[src/rtl/mm_arbiter_if.sv]
// rtl/mm_arbiter_if.sv - cache-side and main-memory-side signal bundle for mm_arbiter
interface mm_arbiter_if #(
   parameter int ADDR_W = 32,
   parameter int DATA_W = 32
);
   logic              re_i;
   logic [ADDR_W-1:0] addr_i;
   logic              valid_i;
   logic              re_d;
   logic [ADDR_W-1:0] addr_d;
   logic              valid_d;
   logic [DATA_W-1:0] rdata;
   logic              mm_re;
   logic [ADDR_W-1:0] mm_addr;
   logic [DATA_W-1:0] mm_rdata;
   logic              mm_valid;
   logic              mm_reset;
   logic              busy;
   logic              owner;

   modport slave (
      input  re_i, addr_i, re_d, addr_d, mm_rdata, mm_valid,
      output valid_i, valid_d, rdata, mm_re, mm_addr, mm_reset, busy, owner
   );

   modport master (
      output re_i, addr_i, re_d, addr_d, mm_rdata, mm_valid,
      input  valid_i, valid_d, rdata, mm_re, mm_addr, mm_reset, busy, owner
   );
endinterface

[src/rtl/mm_arbiter.sv]
// rtl/mm_arbiter.sv - round-robin arbiter sharing the main-memory read port between I and D caches
module mm_arbiter #(
   parameter int ADDR_W     = 32,
   parameter int DATA_W     = 32,
   parameter int LINE_WORDS = 4
) (
   input logic          clk,
   input logic          reset,
   mm_arbiter_if.slave  bus
);
   localparam int BEAT_W = $clog2(LINE_WORDS);

   typedef enum logic [1:0] {IDLE, START, BURST, DONE} state_t;

   state_t            state;
   logic [ADDR_W-1:0] base;
   logic [BEAT_W-1:0] beat;
   logic              last;
   logic              owner_q;
   logic              mm_re_q;
   logic              mm_reset_q;
   logic              busy_q;

   logic owner_re;
   logic grant_d;
   logic accept;
   logic last_beat;

   // On a tie the side that was not served last wins.
   assign grant_d   = bus.re_d && (!bus.re_i || !last);
   assign owner_re  = owner_q ? bus.re_d : bus.re_i;
   assign accept    = (state == BURST) && owner_re && bus.mm_valid;
   assign last_beat = (beat == BEAT_W'(LINE_WORDS - 1));

   always_ff @(posedge clk or negedge reset) begin
      if (!reset) begin
         state      <= IDLE;
         base       <= '0;
         beat       <= '0;
         last       <= 1'b1;
         owner_q    <= 1'b0;
         mm_re_q    <= 1'b0;
         mm_reset_q <= 1'b0;
         busy_q     <= 1'b0;
      end else begin
         case (state)
            IDLE: begin
               if (bus.re_i || bus.re_d) begin
                  owner_q    <= grant_d;
                  base       <= grant_d ? bus.addr_d : bus.addr_i;
                  beat       <= '0;
                  busy_q     <= 1'b1;
                  mm_reset_q <= 1'b1;
                  state      <= START;
               end
            end
            START: begin
               mm_reset_q <= 1'b0;
               mm_re_q    <= 1'b1;
               state      <= BURST;
            end
            BURST: begin
               // A dropped request aborts the burst; the owner gets no strobe that cycle.
               if (!owner_re) begin
                  beat       <= '0;
                  mm_re_q    <= 1'b0;
                  mm_reset_q <= 1'b1;
                  state      <= DONE;
               end else if (bus.mm_valid) begin
                  beat <= beat + BEAT_W'(1);
                  if (last_beat) begin
                     mm_re_q    <= 1'b0;
                     mm_reset_q <= 1'b1;
                     state      <= DONE;
                  end
               end
            end
            DONE: begin
               last       <= owner_q;
               mm_reset_q <= 1'b0;
               busy_q     <= 1'b0;
               state      <= IDLE;
            end
            default: state <= IDLE;
         endcase
      end
   end

   assign bus.mm_addr  = (state == BURST) ? base + ADDR_W'(beat) : base;
   assign bus.mm_re    = mm_re_q;
   assign bus.mm_reset = mm_reset_q;
   assign bus.busy     = busy_q;
   assign bus.owner    = owner_q;
   assign bus.valid_i  = accept && !owner_q;
   assign bus.valid_d  = accept && owner_q;
   assign bus.rdata    = bus.mm_rdata;
endmodule

[src/flat_wrapper.sv]
// flat-port wrapper written by rule: the top's interface ports become plain ports
module mm_arbiter_flat 
#(
   parameter int ADDR_W     = 32,
   parameter int DATA_W     = 32,
   parameter int LINE_WORDS = 4
)
  (clk, reset, bus_re_i, bus_addr_i, bus_re_d, bus_addr_d, bus_mm_rdata, bus_mm_valid, bus_valid_i, bus_valid_d, bus_rdata, bus_mm_re, bus_mm_addr, bus_mm_reset, bus_busy, bus_owner);
  mm_arbiter_if #(.ADDR_W(ADDR_W), .DATA_W(DATA_W)) bus_i ();
  input logic clk;
  input logic reset;
  input wire logic [$bits(bus_i.re_i)-1:0] bus_re_i;
  input wire logic [$bits(bus_i.addr_i)-1:0] bus_addr_i;
  input wire logic [$bits(bus_i.re_d)-1:0] bus_re_d;
  input wire logic [$bits(bus_i.addr_d)-1:0] bus_addr_d;
  input wire logic [$bits(bus_i.mm_rdata)-1:0] bus_mm_rdata;
  input wire logic [$bits(bus_i.mm_valid)-1:0] bus_mm_valid;
  output wire logic [$bits(bus_i.valid_i)-1:0] bus_valid_i;
  output wire logic [$bits(bus_i.valid_d)-1:0] bus_valid_d;
  output wire logic [$bits(bus_i.rdata)-1:0] bus_rdata;
  output wire logic [$bits(bus_i.mm_re)-1:0] bus_mm_re;
  output wire logic [$bits(bus_i.mm_addr)-1:0] bus_mm_addr;
  output wire logic [$bits(bus_i.mm_reset)-1:0] bus_mm_reset;
  output wire logic [$bits(bus_i.busy)-1:0] bus_busy;
  output wire logic [$bits(bus_i.owner)-1:0] bus_owner;
  assign bus_i.re_i = bus_re_i;
  assign bus_i.addr_i = bus_addr_i;
  assign bus_i.re_d = bus_re_d;
  assign bus_i.addr_d = bus_addr_d;
  assign bus_i.mm_rdata = bus_mm_rdata;
  assign bus_i.mm_valid = bus_mm_valid;
  assign bus_valid_i = bus_i.valid_i;
  assign bus_valid_d = bus_i.valid_d;
  assign bus_rdata = bus_i.rdata;
  assign bus_mm_re = bus_i.mm_re;
  assign bus_mm_addr = bus_i.mm_addr;
  assign bus_mm_reset = bus_i.mm_reset;
  assign bus_busy = bus_i.busy;
  assign bus_owner = bus_i.owner;
  mm_arbiter #(.ADDR_W(ADDR_W), .DATA_W(DATA_W), .LINE_WORDS(LINE_WORDS)) u_core (.clk(clk), .reset(reset), .bus(bus_i));
endmodule
[config.mk]
export PLATFORM = sky130hd
export DESIGN_NAME = mm_arbiter_flat
export DESIGN_NICKNAME = d
export VERILOG_FILES = /design/src/rtl/mm_arbiter_if.sv /design/src/rtl/mm_arbiter.sv /design/src/flat_wrapper.sv
export SDC_FILE = /design/constraint.sdc
export NUM_CORES = 1
export LEC_CHECK = 0
export ABC_AREA = 0
export CORE_MARGIN = 1
export CORE_UTILIZATION = 30
export CTS_BUF_LIST = sky130_fd_sc_hd__clkbuf_8
export DETAILED_ROUTE_END_ITERATION = 10
export GPL_ROUTABILITY_DRIVEN = 0
export PLACE_DENSITY_LB_ADDON = 0.3
export SYNTH_ARGS = -nofsm -noshare
export SYNTH_HDL_FRONTEND = slang
export SYNTH_SLANG_ARGS = --single-unit
[constraint.sdc]
create_clock -name clk -period 6.9 [get_ports clk]
set_input_delay 2.07 -clock clk [delete_from_list [all_inputs] [get_ports clk]]
set_output_delay 2.07 -clock clk [all_outputs]
set_load 0.05 [all_outputs]
==> metrics, run 1 <==
final setup vio count=0; pwr dens=440 nW/um^2; Post-Syn Nets=423; YS warnings=0; sequential-to-total area share from yosys stat=0.351; R2R Setup Slk=4.94 ns; Worst Path Required=4.83 ns; commonest non-fill, non-tap cell in the layout=clkdlybuf4s50_1; Slew @ Worst Pin=0.962 ns; Largest stage delay, worst path=0.80 ns; Initial Util=0.314; gr ovfl total=0; wire per inst=13.5 um; largest net degree at the start of global routing=67; synthesized area per cell=9.36 sq um; worst hold path class=flop to flop; filler instances=953; Fin Setup TNS=0 ns; IO Count=171; R2R Path End=u_core.base[19]; CP Capture Point=bus_valid_d; hold_ws=0.515 ns; die width=101 um; FMAX=161 MHz; Hold Buf Count CTS=0; Max-cap violations=0; unrepaired setup endpoints after global routing=false; drt total wl=6890 um; die height=101 um; number of diodes=0; Post-Syn Area=2930 sq um; Worst R2R Path Depth=4; first-pass GRT wire length=11100 um; startpoint class of the critical path=input pin; Core Box Area=9330 sq um; Tmin final=6.22 ns; Critical Path, Cell by Cell=clkdlybuf4s50_1 > mux2i_1 > nor2b_2 > and3_1 > clkdlybuf4s50_1; LEAKAGE=1.67 nW; EDFF count, synth=0; Worst-path clk slew=0.08 ns; commonest non-fill, non-tap cells in the layout=clkdlybuf4s50_1 (105), nand2_1 (40), dfrtp_1 (40), mux2i_1 (35), o21ai_0 (33); Slowest cell on crit path=clkdlybuf4s50_1; number of remaining DRC errors=0; predominant post-synthesis flop cell=dfrtp_1; CP arrival=4.15 ns; skew final=0.00499 ns; Total GRT Usage=0.138; status=finished clean; placed instance count=502; Vias/cell=4.61; post-synth cell types=36; vias in the first global route=2260; Worst VDD drop=0.000353 V; crit share post-route=0.901; antenna violations before repair=0; CP Max Fanout=7; Num CTS Buffers=5; die area=10200 sq um; Layout Area Growth over Synthesis=34.7%; Synth async-reset ratio=1.00; Hold Crit Depth=2; maximum root-to-sink buffer count=2; H-Tree Depth=2; HPWL after detailed placement=5210 um; slew margin rel.=0.359; Layout Cells excl Fill=510; post-CTS resize count=0; Mapped Cells=313; critical path startpoint=bus_re_i; Core Rows=35; Port Buffers=106; Detailed Routing Iterations Pass 1=4; nets=490; Setup CP Type=input pin to output port; reg-to-reg critical path startpoint=u_core.last; Final ANT Viol Nets=0; cell mode on critical path=clkdlybuf4s50_1; Final Max Slew Viols=0; layout cells sized above 1=0.0656; 1st-iter DRT viols=74; Sink Count=41; Worst Setup End Kind=output port; Vias=2352; Final Hold Viols=0; CTS root buffer=clkbuf_8; post-CTS setup buffers=0; post-synthesis register bit count=41; TritonCTS clock tree=yes; worst skew pair latency=0.29 ns
-- stage by stage --
stage / setup slack (ns) / power (mW) / utilization / cell area (sq um)
5_1_grt: 0.574 / 1.86 / 0.423 / 3950
4_1_cts: 0.680 / 1.76 / 0.423 / 3950
3_5_place_dp: 0.693 / 1.55 / 0.410 / 3830
2_1_floorplan: 1.74 / 1.26 / - / 2930
3_3_place_gp: 0.721 / 1.53 / 0.410 / 3830
6_report: 0.681 / 1.74 / 0.423 / 3950
-- cell type report --
class                      instances  area (sq um)  area share
clock inverter                     2          33.8     0.00856
tap                              129           161      0.0409
timing repair buffer             108          1070       0.271
multi-input combinational        217          1540       0.391
inverter                           7          26.3     0.00666
clock buffer                       6          82.6      0.0209
sequential                        41          1030       0.260
-- cell usage after synthesis (2+ instances only) --
master | count | area (sq um)
a21boi_0 | 2 | 15.0
inv_1 | 7 | 26.3
a21oi_1 | 4 | 20.0
mux2_2 | 4 | 45.0
mux2i_1 | 35 | 350
and3_1 | 7 | 43.8
buf_4 | 33 | 248
o21ai_0 | 34 | 170
nor2_1 | 9 | 33.8
dfrtp_1 | 40 | 1000
xnor2_1 | 26 | 228
nand4_1 | 10 | 62.6
nand2_1 | 40 | 150
buf_6 | 6 | 67.6
ha_1 | 8 | 100
nand3_1 | 12 | 60.1
and4_1 | 6 | 52.6
buf_2 | 5 | 25.0
and3_2 | 2 | 15.0
clkbuf_1 | 4 | 15.0
xor2_1 | 4 | 35.0
-- sequential cells by signal, summed over array words and instances (netlist names) --
| name | count |
|---|---|
| u_core.bus.owner | 1 |
| u_core.bus.busy | 1 |
| u_core.beat | 2 |
| u_core.bus.mm_reset | 1 |
| u_core.state | 2 |
| u_core.base | 32 |
| u_core.last | 1 |
| u_core.bus.mm_re | 1 |
-- logic make-up after synthesis --
kind of cell	after synthesis	share of synthesized area
AO/OA/AOI/OAI	44	0.0829
XOR/XNOR	30	0.0897
adder cells (fa/ha/maj)	9	0.0410
buffers and inverters	55	0.130
flip-flops	41	0.351
multiplexers	39	0.135
AND/OR/NAND/NOR	95	0.170
-- how the worst min path moves through the flow --
stage,startpoint,endpoint,slack (ns)
floorplan,u_core.base[31],u_core.base[31],0.47
global placement,u_core.base[31],u_core.base[31],0.49
detailed placement,u_core.base[31],u_core.base[31],0.50
CTS,u_core.base[31],u_core.base[31],0.52
global route,u_core.bus.mm_reset,u_core.bus.mm_reset,0.54
finish,u_core.base[0],u_core.base[0],0.52
-- per-layer routing --
metal  part of all wire  GRT usage  vias to the layer above  wire length (um)
li1                   -          -                     1176                 -
met2               0.49      0.242                       70              3400
met1               0.44      0.172                     1093              3050
met4              0.012     0.0379                        0                85
met5                  0          0                        -                 0
met3              0.053     0.0284                       13               363
-- worst max-delay path: cells and delay by family --
family                 cells  cell delay, ns
AND/OR/NAND/NOR            2            0.49
multiplexers               1            0.15
buffers and inverters      2            1.43
-- power breakdown --
part | switching, mW | internal (mW)
combinational | 0.652 | 0.398
clock | 0.0839 | 0.117
sequential | 0.126 | 0.360
total | 0.862 | 0.874
Note: power is estimated with default switching activity, not from simulation.
==> run 2, diff against run 1 <==
- CORE_MARGIN: 1 -> 2
- GPL_TIMING_DRIVEN: default -> 0
==> metrics, run 2 (same netlist as run 1, synthesis figures left out) <==
status=finished clean (unchanged); CP Max Fanout=7 (unchanged); placed cell areas=4500 sq um (was 3830 sq um); post-CTS setup buffers=0 (unchanged); Setup CP Type=input pin to output port (unchanged); Fin Setup TNS=0 ns (unchanged); maximum root-to-sink buffer count=2 (unchanged); Final Max Slew Viols=0 (unchanged); Final Hold Viols=0 (unchanged); nets=569 (was 490); layout cells sized above 1=0.146 (was 0.0656); CTS root buffer=clkbuf_8 (unchanged); Largest stage delay, worst path=0.80 ns (about the same); CP bufs+invs=2 (unchanged); die area=10600 sq um (was 10200 sq um); Port Buffers=138 (was 106); Worst Path Required=4.83 ns (about the same); placed instance count=585 (was 502); post-layout worst setup margin=0.853 ns (was 0.681 ns); HPWL after detailed placement=6340 um (was 5210 um); Biggest register=u_core.base (unchanged); largest net degree at the start of global routing=22 (was 67); Core Box Area=9640 sq um (was 9330 sq um); Worst VDD drop=0.000262 V (was 0.000353 V); worst hold path class=flop to flop (unchanged); commonest non-fill, non-tap cell in the layout=clkdlybuf4s50_1 (unchanged); pwr dens=391 nW/um^2 (was 440 nW/um^2); number of remaining DRC errors=0 (unchanged); LEAKAGE=2.00 nW (was 1.67 nW); cell mode on critical path=clkdlybuf4s50_1 (unchanged); CP arrival=3.98 ns (was 4.15 ns); slew margin rel.=0.624 (was 0.359); vias in the first global route=2544 (was 2260); Tmin final=6.05 ns (was 6.22 ns); R2R Setup Slk=5.02 ns (was 4.94 ns); commonest non-fill, non-tap cells in the layout=clkdlybuf4s50_1 (137), nand2_1 (40), dfrtp_1 (40), mux2i_1 (35), o21ai_0 (34) (was clkdlybuf4s50_1 (105), nand2_1 (40), dfrtp_1 (40), mux2i_1 (35), o21ai_0 (33)); Hold Buf Count CTS=0 (unchanged); Layout Cells excl Fill=593 (was 510); skew final=0.00386 ns (was 0.00499 ns); Final ANT Viol Nets=0 (unchanged); antenna violations before repair=0 (unchanged); hold_ws=0.504 ns (was 0.515 ns); largest delay contributor family on the critical path=buffers and inverters (unchanged); die width=103 um (was 101 um); Initial Util=0.304 (was 0.314); Num CTS Buffers=5 (unchanged); 1st-iter DRT viols=62 (was 74); Core Rows=36 (was 35); first-pass GRT wire length=12000 um (was 11100 um); Slew @ Worst Pin=0.562 ns (was 0.962 ns); Vias=2671 (was 2352); FMAX=165 MHz (was 161 MHz); unrepaired setup endpoints after global routing=false (unchanged); TritonCTS clock tree=yes (unchanged); final setup vio count=0 (unchanged); IO Count=171 (unchanged); Vias/cell=4.50 (was 4.61); cell area after layout=4600 sq um (was 3950 sq um); worst skew pair latency=0.28 ns (was 0.29 ns); wire per inst=13.2 um (was 13.5 um); drt total wl=7820 um (was 6890 um); Layout Area Growth over Synthesis=57.1% (was 34.7%); number of diodes=0 (unchanged); H-Tree Depth=2 (unchanged); Tot Pwr=1.80 mW (was 1.74 mW); Slowest cell on crit path=clkdlybuf4s50_1 (unchanged); die height=103 um (was 101 um); Detailed Routing Iterations Pass 1=4 (unchanged); Worst Setup End Kind=output port (unchanged); biggest regs=u_core.base: 32 flops, u_core.beat: 2 flops, u_core.state: 2 flops (unchanged); max reg flops=32 (unchanged); startpoint class of the critical path=input pin (unchanged); dpl ws=0.865 ns (was 0.693 ns); Total GRT Usage=0.145 (was 0.138); Worst-path clk slew=0.08 ns (about the same); Sink Count=41 (unchanged); post-CTS resize count=0 (unchanged); crit share post-route=0.876 (was 0.901); gr ovfl total=0 (unchanged); Max-cap violations=0 (unchanged); Layout Utilization=0.477 (was 0.423); Critical Path, Cell by Cell=clkdlybuf4s50_1 > mux2i_1 > nor2b_2 > and3_1 > clkdlybuf4s50_1 (unchanged)
## run 2: area by class of cell
type,instances,area (sq um)
tap,133,166
sequential,41,1030
multi-input combinational,217,1520
inverter,7,26.3
buffer,48,355
clock buffer,7,96.3
fill,965,5040
clock inverter,1,5.00
timing repair buffer,139,1400
## run 2: final timing paths
check,startpoint,to,cells past startpoint
setup / recovery,bus_re_d,bus_valid_d,5
hold / removal,u_core.bus.busy,u_core.bus.busy,1
setup reg to reg,u_core.state[1],u_core.base[3],7
hold reg to reg,u_core.bus.busy,u_core.bus.busy,1
max in group asynchronous,reset,u_core.base[19],2
min in group asynchronous,reset,u_core.base[4],1
## run 2: report_power, final
group          internal (mW)  switching (mW)  total [mW]
registers              0.359           0.124       0.483
logic                  0.439           0.707        1.15
clock network         0.0905          0.0807       0.171
## run 2: per-layer routing
layer	global-route usage	routed length (um)	up-vias
li1	-	-	1333
met1	0.180	3400	1250
met2	0.266	3890	84
met3	0.0271	489	4
met4	0.0233	44	0
met5	0	0	-
